**config.mk**
```make
export PLATFORM = sky130hd
export DESIGN_NAME = tx_frame_sched_flat
export DESIGN_NICKNAME = d
export VERILOG_FILES = /design/src/rtl/tx_frame_sched_if.sv /design/src/rtl/tx_frame_sched.sv /design/src/flat_wrapper.sv
export SDC_FILE = /design/constraint.sdc
export NUM_CORES = 1
export LEC_CHECK = 0
export CAP_MARGIN = 10
export CORE_ASPECT_RATIO = 0.6
export CORE_MARGIN = 10
export CORE_UTILIZATION = 50
export CTS_BUF_LIST = sky130_fd_sc_hd__clkbuf_4
export CTS_CLUSTER_SIZE = 10
export DETAILED_ROUTE_END_ITERATION = 10
export PLACE_DENSITY = 0.84
export SLEW_MARGIN = 20
export SYNTH_ARGS = -nofsm -noshare
export SYNTH_HDL_FRONTEND = slang
export SYNTH_SLANG_ARGS = --single-unit
```
**constraint.sdc**
```tcl
create_clock -name sys_clk -period 10.25 [get_ports sys_clk]
set_input_delay 2.05 -clock sys_clk [delete_from_list [all_inputs] [get_ports sys_clk]]
set_output_delay 2.05 -clock sys_clk [all_outputs]
set_load 0.01 [all_outputs]
```
**src/rtl/tx_frame_sched_if.sv**
```systemverilog
// Frame generator handshake: the scheduler requests frames and publishes the
// header fields; the generator reports the end of each frame with gen_done.
interface tx_frame_sched_if;
  logic        gen_start;
  logic        gen_kind;
  logic        gen_done;
  logic [47:0] dst_mac;
  logic        arp_resolved;
  logic [15:0] ipv4_id;
  logic [23:0] full_ipv4;

  // Handshake: gen_start is a one-cycle request (no ready; the generator must
  // accept it), gen_kind/dst_mac/ipv4_id/full_ipv4 are valid with gen_start
  // and held until the next request, and gen_done is a one-cycle pulse on the
  // cycle the frame's terminate word is issued.
  modport master (
    output gen_start, gen_kind, dst_mac, arp_resolved, ipv4_id, full_ipv4,
    input  gen_done
  );

  modport slave (
    input  gen_start, gen_kind, dst_mac, arp_resolved, ipv4_id, full_ipv4,
    output gen_done
  );
endinterface

```
**src/rtl/tx_frame_sched.sv**
```systemverilog
// Transmit scheduler: sequences ARP resolution and IPv4 test frames, enforces
// the inter-frame gap, maintains per-frame header fields and publishes
// per-window TX frame and byte counts.
module tx_frame_sched #(
  parameter int unsigned CLK_HZ      = 156250000,
  parameter logic [31:0] ARP_TIMEOUT = 32'd15625000
) (
  input  logic                    sys_clk,
  input  logic                    sys_rst,
  input  logic                    tx_enable,
  input  logic                    tx_req_arp,
  input  logic                    tx_fullroute,
  input  logic [15:0]             tx_frame_len,
  input  logic [31:0]             tx_inter_frame_gap,
  input  logic                    arp_reply_valid,
  input  logic [47:0]             arp_reply_mac,
  tx_frame_sched_if.master        gen,
  output logic [31:0]             tx_pps,
  output logic [31:0]             tx_throughput,
  output logic [2:0]              sched_state
);

  typedef enum logic [2:0] {
    IDLE        = 3'd0,
    REQ_ARP     = 3'd1,
    ARP_BUSY    = 3'd2,
    WAIT_ARPREP = 3'd3,
    SEND        = 3'd4,
    BUSY        = 3'd5,
    GAP         = 3'd6
  } state_t;

  localparam logic [31:0] SEC_RELOAD = 32'(CLK_HZ - 1);
  localparam logic [47:0] BCAST_MAC  = 48'hFFFF_FFFF_FFFF;

  state_t      state_q, state_d;
  logic        gen_start_q, gen_start_d;
  logic        gen_kind_q, gen_kind_d;
  logic [47:0] dst_mac_q, dst_mac_d;
  logic        arp_resolved_q, arp_resolved_d;
  logic [15:0] ipv4_id_q, ipv4_id_d;
  logic [23:0] full_ipv4_q, full_ipv4_d;
  logic [31:0] arp_timer_q, arp_timer_d;
  logic [31:0] gap_cnt_q, gap_cnt_d;
  logic [31:0] sec_cnt_q, sec_cnt_d;
  logic [31:0] win_pkts_q, win_pkts_d;
  logic [31:0] win_bytes_q, win_bytes_d;
  logic [31:0] tx_pps_q, tx_pps_d;
  logic [31:0] tx_thr_q, tx_thr_d;

  // An IPv4 frame completes only when the generator reports done while BUSY;
  // ARP frames and stray pulses do not count.
  logic frame_done;
  assign frame_done = (state_q == BUSY) && gen.gen_done;

  // Next-state logic and per-frame header field updates.
  always_comb begin
    state_d        = state_q;
    arp_timer_d    = arp_timer_q;
    gap_cnt_d      = gap_cnt_q;
    ipv4_id_d      = ipv4_id_q;
    full_ipv4_d    = full_ipv4_q;
    dst_mac_d      = dst_mac_q;
    arp_resolved_d = arp_resolved_q;
    gen_kind_d     = gen_kind_q;

    case (state_q)
      IDLE: begin
        if (tx_enable && tx_req_arp && !arp_resolved_q) begin
          state_d = REQ_ARP;
        end else if (tx_enable) begin
          state_d = SEND;
        end
      end
      REQ_ARP: begin
        state_d = ARP_BUSY;
      end
      ARP_BUSY: begin
        if (gen.gen_done) begin
          arp_timer_d = ARP_TIMEOUT;
          state_d     = WAIT_ARPREP;
        end
      end
      WAIT_ARPREP: begin
        // A reply wins over both the timeout and a dropped enable.
        if (arp_reply_valid) begin
          dst_mac_d      = arp_reply_mac;
          arp_resolved_d = 1'b1;
          state_d        = tx_enable ? SEND : IDLE;
        end else if (arp_timer_q == 32'd0) begin
          state_d = REQ_ARP;
        end else if (!tx_enable) begin
          state_d = IDLE;
        end else begin
          arp_timer_d = arp_timer_q - 32'd1;
        end
      end
      SEND: begin
        state_d = BUSY;
      end
      BUSY: begin
        if (gen.gen_done) begin
          gap_cnt_d = tx_inter_frame_gap;
          ipv4_id_d = ipv4_id_q + 16'd1;
          if (tx_fullroute) begin
            full_ipv4_d = full_ipv4_q + 24'd1;
          end
          state_d = GAP;
        end
      end
      GAP: begin
        if (gap_cnt_q == 32'd0) begin
          state_d = tx_enable ? SEND : IDLE;
        end else begin
          gap_cnt_d = gap_cnt_q - 32'd1;
        end
      end
      default: begin
        state_d = IDLE;
      end
    endcase

    // Without ARP the generator always sends to broadcast.
    if (!tx_req_arp) begin
      dst_mac_d      = BCAST_MAC;
      arp_resolved_d = 1'b0;
    end

    // The request flop mirrors the state being entered so gen_start is high
    // exactly while the FSM sits in SEND or REQ_ARP.
    gen_start_d = (state_d == SEND) || (state_d == REQ_ARP);
    if (state_d == SEND) begin
      gen_kind_d = 1'b1;
    end else if (state_d == REQ_ARP) begin
      gen_kind_d = 1'b0;
    end
  end

  // Statistics window: a CLK_HZ-cycle down-counter snapshots the frame and
  // byte counters; a frame finishing on the tick cycle opens the new window.
  always_comb begin
    sec_cnt_d   = sec_cnt_q - 32'd1;
    win_pkts_d  = win_pkts_q;
    win_bytes_d = win_bytes_q;
    tx_pps_d    = tx_pps_q;
    tx_thr_d    = tx_thr_q;

    if (sec_cnt_q == 32'd0) begin
      sec_cnt_d   = SEC_RELOAD;
      tx_pps_d    = win_pkts_q;
      tx_thr_d    = win_bytes_q;
      win_pkts_d  = frame_done ? 32'd1 : 32'd0;
      win_bytes_d = frame_done ? 32'(tx_frame_len) : 32'd0;
    end else if (frame_done) begin
      win_pkts_d  = win_pkts_q + 32'd1;
      win_bytes_d = win_bytes_q + 32'(tx_frame_len);
    end
  end

  // FSM state register.
  always_ff @(posedge sys_clk or posedge sys_rst) begin
    if (sys_rst) begin
      state_q <= IDLE;
    end else begin
      state_q <= state_d;
    end
  end

  // Registered outputs, timers and statistics counters.
  always_ff @(posedge sys_clk or posedge sys_rst) begin
    if (sys_rst) begin
      gen_start_q    <= 1'b0;
      gen_kind_q     <= 1'b0;
      dst_mac_q      <= BCAST_MAC;
      arp_resolved_q <= 1'b0;
      ipv4_id_q      <= 16'd0;
      full_ipv4_q    <= 24'd0;
      arp_timer_q    <= 32'd0;
      gap_cnt_q      <= 32'd0;
      sec_cnt_q      <= SEC_RELOAD;
      win_pkts_q     <= 32'd0;
      win_bytes_q    <= 32'd0;
      tx_pps_q       <= 32'd0;
      tx_thr_q       <= 32'd0;
    end else begin
      gen_start_q    <= gen_start_d;
      gen_kind_q     <= gen_kind_d;
      dst_mac_q      <= dst_mac_d;
      arp_resolved_q <= arp_resolved_d;
      ipv4_id_q      <= ipv4_id_d;
      full_ipv4_q    <= full_ipv4_d;
      arp_timer_q    <= arp_timer_d;
      gap_cnt_q      <= gap_cnt_d;
      sec_cnt_q      <= sec_cnt_d;
      win_pkts_q     <= win_pkts_d;
      win_bytes_q    <= win_bytes_d;
      tx_pps_q       <= tx_pps_d;
      tx_thr_q       <= tx_thr_d;
    end
  end

  assign gen.gen_start    = gen_start_q;
  assign gen.gen_kind     = gen_kind_q;
  assign gen.dst_mac      = dst_mac_q;
  assign gen.arp_resolved = arp_resolved_q;
  assign gen.ipv4_id      = ipv4_id_q;
  assign gen.full_ipv4    = full_ipv4_q;
  assign tx_pps           = tx_pps_q;
  assign tx_throughput    = tx_thr_q;
  assign sched_state      = state_q;

endmodule

```
**src/flat_wrapper.sv**
```systemverilog
// flat-port wrapper written by rule: the top's interface ports become plain ports
module tx_frame_sched_flat 
#(
  parameter int unsigned CLK_HZ      = 156250000,
  parameter logic [31:0] ARP_TIMEOUT = 32'd15625000
)
  (sys_clk, sys_rst, tx_enable, tx_req_arp, tx_fullroute, tx_frame_len, tx_inter_frame_gap, arp_reply_valid, arp_reply_mac, tx_pps, tx_throughput, sched_state, gen_gen_start, gen_gen_kind, gen_dst_mac, gen_arp_resolved, gen_ipv4_id, gen_full_ipv4, gen_gen_done);
  tx_frame_sched_if gen_i ();
  input  logic sys_clk;
  input  logic sys_rst;
  input  logic tx_enable;
  input  logic tx_req_arp;
  input  logic tx_fullroute;
  input  logic [15:0] tx_frame_len;
  input  logic [31:0] tx_inter_frame_gap;
  input  logic arp_reply_valid;
  input  logic [47:0] arp_reply_mac;
  output logic [31:0] tx_pps;
  output logic [31:0] tx_throughput;
  output logic [2:0] sched_state;
  output wire logic [$bits(gen_i.gen_start)-1:0] gen_gen_start;
  output wire logic [$bits(gen_i.gen_kind)-1:0] gen_gen_kind;
  output wire logic [$bits(gen_i.dst_mac)-1:0] gen_dst_mac;
  output wire logic [$bits(gen_i.arp_resolved)-1:0] gen_arp_resolved;
  output wire logic [$bits(gen_i.ipv4_id)-1:0] gen_ipv4_id;
  output wire logic [$bits(gen_i.full_ipv4)-1:0] gen_full_ipv4;
  input wire logic [$bits(gen_i.gen_done)-1:0] gen_gen_done;
  assign gen_gen_start = gen_i.gen_start;
  assign gen_gen_kind = gen_i.gen_kind;
  assign gen_dst_mac = gen_i.dst_mac;
  assign gen_arp_resolved = gen_i.arp_resolved;
  assign gen_ipv4_id = gen_i.ipv4_id;
  assign gen_full_ipv4 = gen_i.full_ipv4;
  assign gen_i.gen_done = gen_gen_done;
  tx_frame_sched #(.CLK_HZ(CLK_HZ), .ARP_TIMEOUT(ARP_TIMEOUT)) u_core (.sys_clk(sys_clk), .sys_rst(sys_rst), .tx_enable(tx_enable), .tx_req_arp(tx_req_arp), .tx_fullroute(tx_fullroute), .tx_frame_len(tx_frame_len), .tx_inter_frame_gap(tx_inter_frame_gap), .arp_reply_valid(arp_reply_valid), .arp_reply_mac(arp_reply_mac), .gen(gen_i), .tx_pps(tx_pps), .tx_throughput(tx_throughput), .sched_state(sched_state));
endmodule
```
==> results of run 1 <==
-- sequential cells by signal, indices dropped and copies added (netlist names), 3 cells and up --
register	flops
u_core.gen.dst_mac	48
u_core.arp_timer_q	32
u_core.gap_cnt_q	32
u_core.sec_cnt_q	32
u_core.tx_pps	32
u_core.tx_throughput	32
u_core.win_bytes_q	32
u_core.win_pkts_q	32
u_core.gen.full_ipv4	24
u_core.gen.ipv4_id	16
u_core.sched_state	3
-- area by class of cell --
type / count / area, µm² / share of cell area
Sequential cell: 318 / 8040 / 0.408
Multi-Input combinational cell: 1284 / 7190 / 0.365
Clock inverter: 14 / 189 / 0.00959
Timing Repair Buffer: 272 / 2720 / 0.138
Clock buffer: 122 / 916 / 0.0465
Tap cell: 416 / 520 / 0.0264
Inverter: 33 / 128 / 0.00648
Antenna cell: 2 / 5.00 / 0.000254
-- metal layers --
layer  wire (µm)  track usage
met2       20600        0.354
met5           0            0
met3        3480       0.0587
met4        1270       0.0747
met1       18800        0.295
-- Yosys cell counts, types with 6 or more instances --
| master | count |
|---|---|
| a21o_1 | 7 |
| dfstp_2 | 62 |
| and3_1 | 21 |
| xnor2_1 | 63 |
| o31ai_1 | 13 |
| nand4_1 | 29 |
| o21ai_0 | 79 |
| a22oi_1 | 10 |
| clkbuf_1 | 63 |
| buf_2 | 12 |
| a211oi_1 | 6 |
| nor4_1 | 36 |
| or3_1 | 29 |
| ha_1 | 22 |
| nor3b_1 | 6 |
| nand2b_1 | 13 |
| xor2_1 | 51 |
| nand3_1 | 121 |
| dfrtp_1 | 256 |
| a21oi_1 | 62 |
| mux2i_1 | 13 |
| a31oi_1 | 9 |
| or4_1 | 18 |
| and4_1 | 8 |
| nand2_1 | 394 |
| nor2_1 | 132 |
| o21a_1 | 11 |
| inv_1 | 33 |
| nor3_1 | 47 |
| nor2b_1 | 7 |
-- logic make-up after synthesis --
group / Yosys count / synth area share
AO/OA/AOI/OAI: 245 / 0.0988
AND/OR/NAND/NOR: 886 / 0.265
multiplexers: 16 / 0.0105
adder cells (fa/ha/maj): 23 / 0.0189
buffers and inverters: 114 / 0.0288
XOR/XNOR: 114 / 0.0639
flip-flops: 318 / 0.514
-- through the flow --
stage	setup slack [ps]	total power (µW)	instance area, µm²	util	instances
2_1_floorplan	4010	2300	15600	-	1716
5_1_grt	5680	4090	19700	0.636	2461
3_5_place_dp	5090	2660	18500	0.599	2322
6_report	5860	3840	19700	0.636	2461
3_3_place_gp	5370	2610	18500	0.599	2322
4_1_cts	5880	3850	19700	0.635	2458
-- path summary, 6_finish.rpt --
path | end | depth (start not counted) | startpoint
max | u_core.win_bytes_q[24]$_DFFE_PP0P_ | 10 | tx_frame_len[0]
min | u_core.tx_pps[0]$_DFFE_PP0P_ | 2 | u_core.tx_pps[0]$_DFFE_PP0P_
max reg2reg | u_core.win_bytes_q[14]$_DFFE_PP0P_ | 7 | u_core.sec_cnt_q[14]$_DFF_PP0_
min reg2reg | u_core.tx_pps[0]$_DFFE_PP0P_ | 2 | u_core.tx_pps[0]$_DFFE_PP0P_
max in group asynchronous | u_core.win_bytes_q[7]$_DFFE_PP0P_ | 4 | sys_rst
min in group asynchronous | u_core.gap_cnt_q[27]$_DFFE_PP0P_ | 2 | sys_rst
-- power by group --
group | switching, µW | internal, µW
clock network | 513 | 664
registers | 188 | 1440
logic | 601 | 432
-- worst min-delay path: stages, from the launching register on --
cell,delay [ps]
dfrtp_1,340
nand2_1,50
nand2_1,50
==> summary.md, run 1 <==
| Metric | Value |
|---|---|
| Via count | 14,000 |
| Crit-path max FO | 6 |
| DR pass1 iterations | 8 |
| Vias in the first global route | 13,700 |
| First-pass GRT wire length | 71,200 µm |
| Critical-path top delay cell | a2111oi_0 |
| Hold_ws | 467 ps |
| Worst Hold Class | flop to flop |
| CP Capture Type | flop |
| Pwr dens | 195 mW/mm² |
| Commonest non-fill, non-tap cell in the layout | nand2_1 |
| Core area | 0.0310 mm² |
| Rows | 50 |
| Crit-path leading delay family | compound AO/OA/AOI/OAI gates |
| Slew @ Worst Pin | 1060 ps |
| Fillcell total | 2,500 |
| DIE WIDTH | 248 µm |
| Avg WL per Cell | 17.9 µm |
| Total gr overflow | 0 |
| Die Y | 157 µm |
| Synth top area share | 0.410 |
| Finish-stage setup viols | 0 |
| H-tree levels | 3 |
| CTS tree | built |
| Ys Warns | 0 |
| Worst-path clk slew | 80 ps |
| Die ar. | 0.0389 mm² |
| CP arrival | 5040 ps |
| Max-cap violations | 0 |
| WS Path Type | input port to flop |
| Hold_buf cts | 0 |
| Post CTS Setup Buffer Count | 0 |
| GP Congestion | 0.879 |
| Largest net degree at the start of global routing | 167 |
| Clock buffer depth | 3 |
| Commonest cells after routing, fill and taps aside | nand2_1, clkdlybuf4s50_1, dfrtp_1, nor2_1, clkbuf_4 |
| NumNets Final | 2,112 |
| Reg-to-reg slack, setup | 6930 ps |
| Count of different cell masters after synthesis | 69 |
| Prevailing post-synth register cell | dfrtp_1 |
| Worst-path cell chain | clkdlybuf4s50_1 > ha_1 > inv_1 > fa_1 > nor2b_1 > o2111ai_1 > a21oi_1 > o31ai_1 > a2111oi_0 > mux2i_1 |
| CTS Sinks | 318 |
| Crit path required time | 10,890 ps |
| Max Slew Vio Count | 0 |
| Fin crit period | 4390 ps |
| Fin crit share | 0.429 |
| Synth async-reset ratio | 1.00 |
| Layout overhead on the synthesized area | 26.1% |
| Fin Setup TNS | 0 ps |
| Fmax achieved | 228 MHz |
| Cells after synthesis | 1,716 |
| Hpwl dp | 31,000 µm |
| Dominant cell type by area after synthesis | dfrtp_1 |
| Register bit count reported by yosys | 318 |
| Layout Skew | 52.7 ps |
| Syn_area_per_cell | 9.10 µm² |
| Status | finished, final reports clean |
| # port buffers | 260 |
| Initial antenna violation count | 1 |
| Total CTS buffers | 77 |
| Antenna-violating nets left | 0 |
| Layout cells sized above 1 | 0.115 |
| Clk Latency, worst-skew pair | 770 ps |
| Largest cells by area after synthesis | dfrtp_1, dfstp_2, nand2_1 |
| Cells resized by post-CTS repair | 0 |
| Mapped Nets | 1,842 |
| Rel. slew slack | 0.293 |
| DRC Markers | 0 |
| RSZ-0062 raised after global routing | false |
| Detailed Route WL | 44,100 µm |
| Synthesized area | 0.0156 mm² |
| Final Hold Fails | 0 |
| Startpoint types | input port |
| Seq/Total Area, Yosys | 0.514 |
| Number of synthesized flops with an enable pin | 0 |
| Leak | 0.00874 µW |
| Worst path bufs/invs | 2 |
| Vias per inst | 5.69 |
| CP peak stage delay | 600 ps |
| CTS root buffer | clkbuf_4 |
| Ports | 261 |
| Initial cell density of the core | 0.504 |
| Total GRT Usage | 0.224 |
| VDD IR max | 0.000171 V |
| Starting DRT DRC Count | 1,332 |
(Power assumes the default switching activity.)
==> inputs of run 2 (changes only) <==
Clock period 10.25 ns to 3.8 ns, I/O delays scaled along.
==> run 2 against run 1 <==
Final cell count is 0.85% higher. Wire length is 0.75% lower. Combinational power grew to 2.8 times the previous value. Non-clock buffer count is 19 higher. Register-to-register slack worse by 6300 ps. Global-route usage is 0.34 points lower. Power grew to 2.7 times the previous value. First-iteration DRC count is 4.7% lower. Worst hold slack worse by 2.7 ps. Die area stayed put. Utilization is 0.44 points higher. Critical path type is now flop to flop. Highest routed layer unchanged.
==> summary.md, run 2 (synthesis results as in run 1) <==
| Metric | Value |
|---|---|
| Die Y | 157 µm (unchanged) |
| Worst-path clk slew | 70 ps (was 80 ps) |
| Initial cell density of the core | 0.504 (unchanged) |
| Avg WL per Cell | 17.6 µm (was 17.9 µm) |
| Total gr overflow | 0 (unchanged) |
| DRC Markers | 0 (unchanged) |
| CP arrival | 3790 ps (was 5040 ps) |
| Ports | 261 (unchanged) |
| Origin of the critical flop-to-flop path | u_core.arp_timer_q[0]$_DFFE_PP0P_ (was u_core.sec_cnt_q[14]$_DFF_PP0_) |
| Total CTS buffers | 78 (was 77) |
| Post CTS Setup Buffer Count | 0 (unchanged) |
| Final core occ | 0.641 (was 0.636) |
| Hold_buf cts | 0 (unchanged) |
| NumNets Final | 2,132 (was 2,112) |
| Hpwl dp | 31,300 µm (was 31,000 µm) |
| Crit-path max FO | 9 (was 6) |
| Pwr dens | 520 mW/mm² (was 195 mW/mm²) |
| Clock buffer depth | 3 (unchanged) |
| CTS root buffer | clkbuf_4 (unchanged) |
| Rows | 50 (unchanged) |
| Via count | 13,900 (was 14,000) |
| Total GRT Usage | 0.221 (was 0.224) |
| Fin crit share | 0.843 |
| DIE WIDTH | 248 µm (unchanged) |
| Detailed Route WL | 43,800 µm (was 44,100 µm) |
| Tot Pwr | 10,300 µW (was 3840 µW) |
| CP Capture Type | flop (unchanged) |
| H-tree levels | 3 (unchanged) |
| Final std cells w/o fill | 2,482 (was 2,461) |
| Clk Latency, worst-skew pair | 750 ps (was 770 ps) |
| GP Congestion | 0.888 (was 0.879) |
| Starting DRT DRC Count | 1,270 (was 1,332) |
| Die ar. | 0.0389 mm² (unchanged) |
| Fin crit period | 3200 ps |
| Core area | 0.0310 mm² (unchanged) |
| Layout cells sized above 1 | 0.118 (was 0.115) |
| Final Hold Fails | 0 (unchanged) |
| First-pass GRT wire length | 70,200 µm (was 71,200 µm) |
| Cells resized by post-CTS repair | 0 (unchanged) |
| Max Slew Vio Count | 0 (unchanged) |
| Commonest non-fill, non-tap cell in the layout | nand2_1 (unchanged) |
| WS Path Type | flop to flop (was input port to flop) |
| Commonest cells after routing, fill and taps aside | nand2_1, clkdlybuf4s50_1, dfrtp_1, nor2_1, nand3_1 (was nand2_1, clkdlybuf4s50_1, dfrtp_1, nor2_1, clkbuf_4) |
| Fmax achieved | 312 MHz |
| Vias per inst | 5.62 (was 5.69) |
| Vias in the first global route | 13,500 (was 13,700) |
| CTS Sinks | 318 (unchanged) |
| Status | finished, final reports clean (unchanged) |
| RSZ-0062 raised after global routing | false (unchanged) |
| Initial antenna violation count | 1 (unchanged) |
| Layout overhead on the synthesized area | 27.0% (was 26.1%) |
| Worst reg2reg path depth | 8 (was 7) |
| Slew @ Worst Pin | 835 ps (was 1060 ps) |
| Antenna-violating nets left | 0 (unchanged) |
| Max reg flops | 48 (unchanged) |
| Finish-stage setup viols | 0 (unchanged) |
| CTS tree | built (unchanged) |
| Startpoint types | flop (was input port) |
| VDD IR max | 0.000436 V (was 0.000171 V) |
| WHS Path Cells | 2 (unchanged) |
| Worst Hold Class | flop to flop (unchanged) |
| Largest net degree at the start of global routing | 77 (was 167) |
| Placed Cells | 2,342 (was 2,322) |
| Crit path required time | 4380 ps (was 10,890 ps) |
| # port buffers | 260 (unchanged) |
| Hold Path Origin | u_core.tx_throughput[2]$_DFFE_PP0P_ (was u_core.tx_pps[0]$_DFFE_PP0P_) |
| DR pass1 iterations | 7 (was 8) |
| CP startpoint | u_core.arp_timer_q[0]$_DFFE_PP0P_ (was tx_frame_len[0]) |
| Layout Skew | 45.5 ps (was 52.7 ps) |
| Rel. slew slack | 0.442 (was 0.293) |
| Max-cap violations | 0 (unchanged) |
| Leak | 0.00882 µW (was 0.00874 µW) |
[run 2: changes by cell type in the layout (fill, tap and decap cells not counted), sizes merged]
| cell | change |
|---|---|
| inv | +1 |
| clkinv | +11 |
| clkbuf | -8 |
| bufinv | -1 |
| buf | +19 |
| diode | -1 |
[run 2: worst paths after layout]
kind	to	slack, ps
setup / recovery	u_core.arp_timer_q[21]$_DFFE_PP0P_	600
hold / removal	u_core.tx_throughput[2]$_DFFE_PP0P_	460
setup reg to reg	u_core.arp_timer_q[21]$_DFFE_PP0P_	600
hold reg to reg	u_core.tx_throughput[2]$_DFFE_PP0P_	460
max in group asynchronous	u_core.gen.dst_mac[15]$_DFFE_PP1P_	2380
min in group asynchronous	u_core.tx_pps[19]$_DFFE_PP0P_	520
[run 2: routing by layer]
metal	vias to the layer above	routed length, µm	GRT usage
met4	0	1030	0.0825
met5	-	0	0
li1	6607	-	-
met3	80	2970	0.0501
met2	498	20400	0.339
met1	6761	19400	0.301
[run 2: cell type report]
class                   count  area [µm²]
clock inverters            25         204
repair buffers            291        2920
multi-input cells        1284        7170
fillers                  2495       11100
well taps                 416         520
inverters                  33         128
diodes                      1        2.50
clock buffers             114         856
flip-flops and latches    318        8040
[run 2: stage by stage]
stage / worst slack (ps) / setup TNS (ps) / hold WS, ps / area [µm²]
floorplan: -1150 / -295100 / 436 / 15600
global placement: 341 / 0 / 444 / 18800
detailed placement: 249 / 0 / 450 / 18800
CTS: 629 / 0 / 447 / 19800
global route: 455 / 0 / 475 / 19800
finish: 595 / 0 / 465 / 19800
[run 2: worst max-delay path, cell delays in order, from the launching register on]
cell and delay (ps):
dfrtp_1 390, inv_1 110, ha_1 280, or3b_2 600, or4_1 580, o311ai_2 670, nor3_1 140, xnor2_1 190
nand2_1 80
[run 2: power breakdown]
| part | leakage, µW | switching [µW] | internal, µW |
|---|---|---|---|
| logic | 0.00423 | 1650 | 1210 |
| clock network | 0.000618 | 1420 | 1650 |
| registers | 0.00398 | 506 | 3890 |
| total | 0.00882 | 3580 | 6740 |
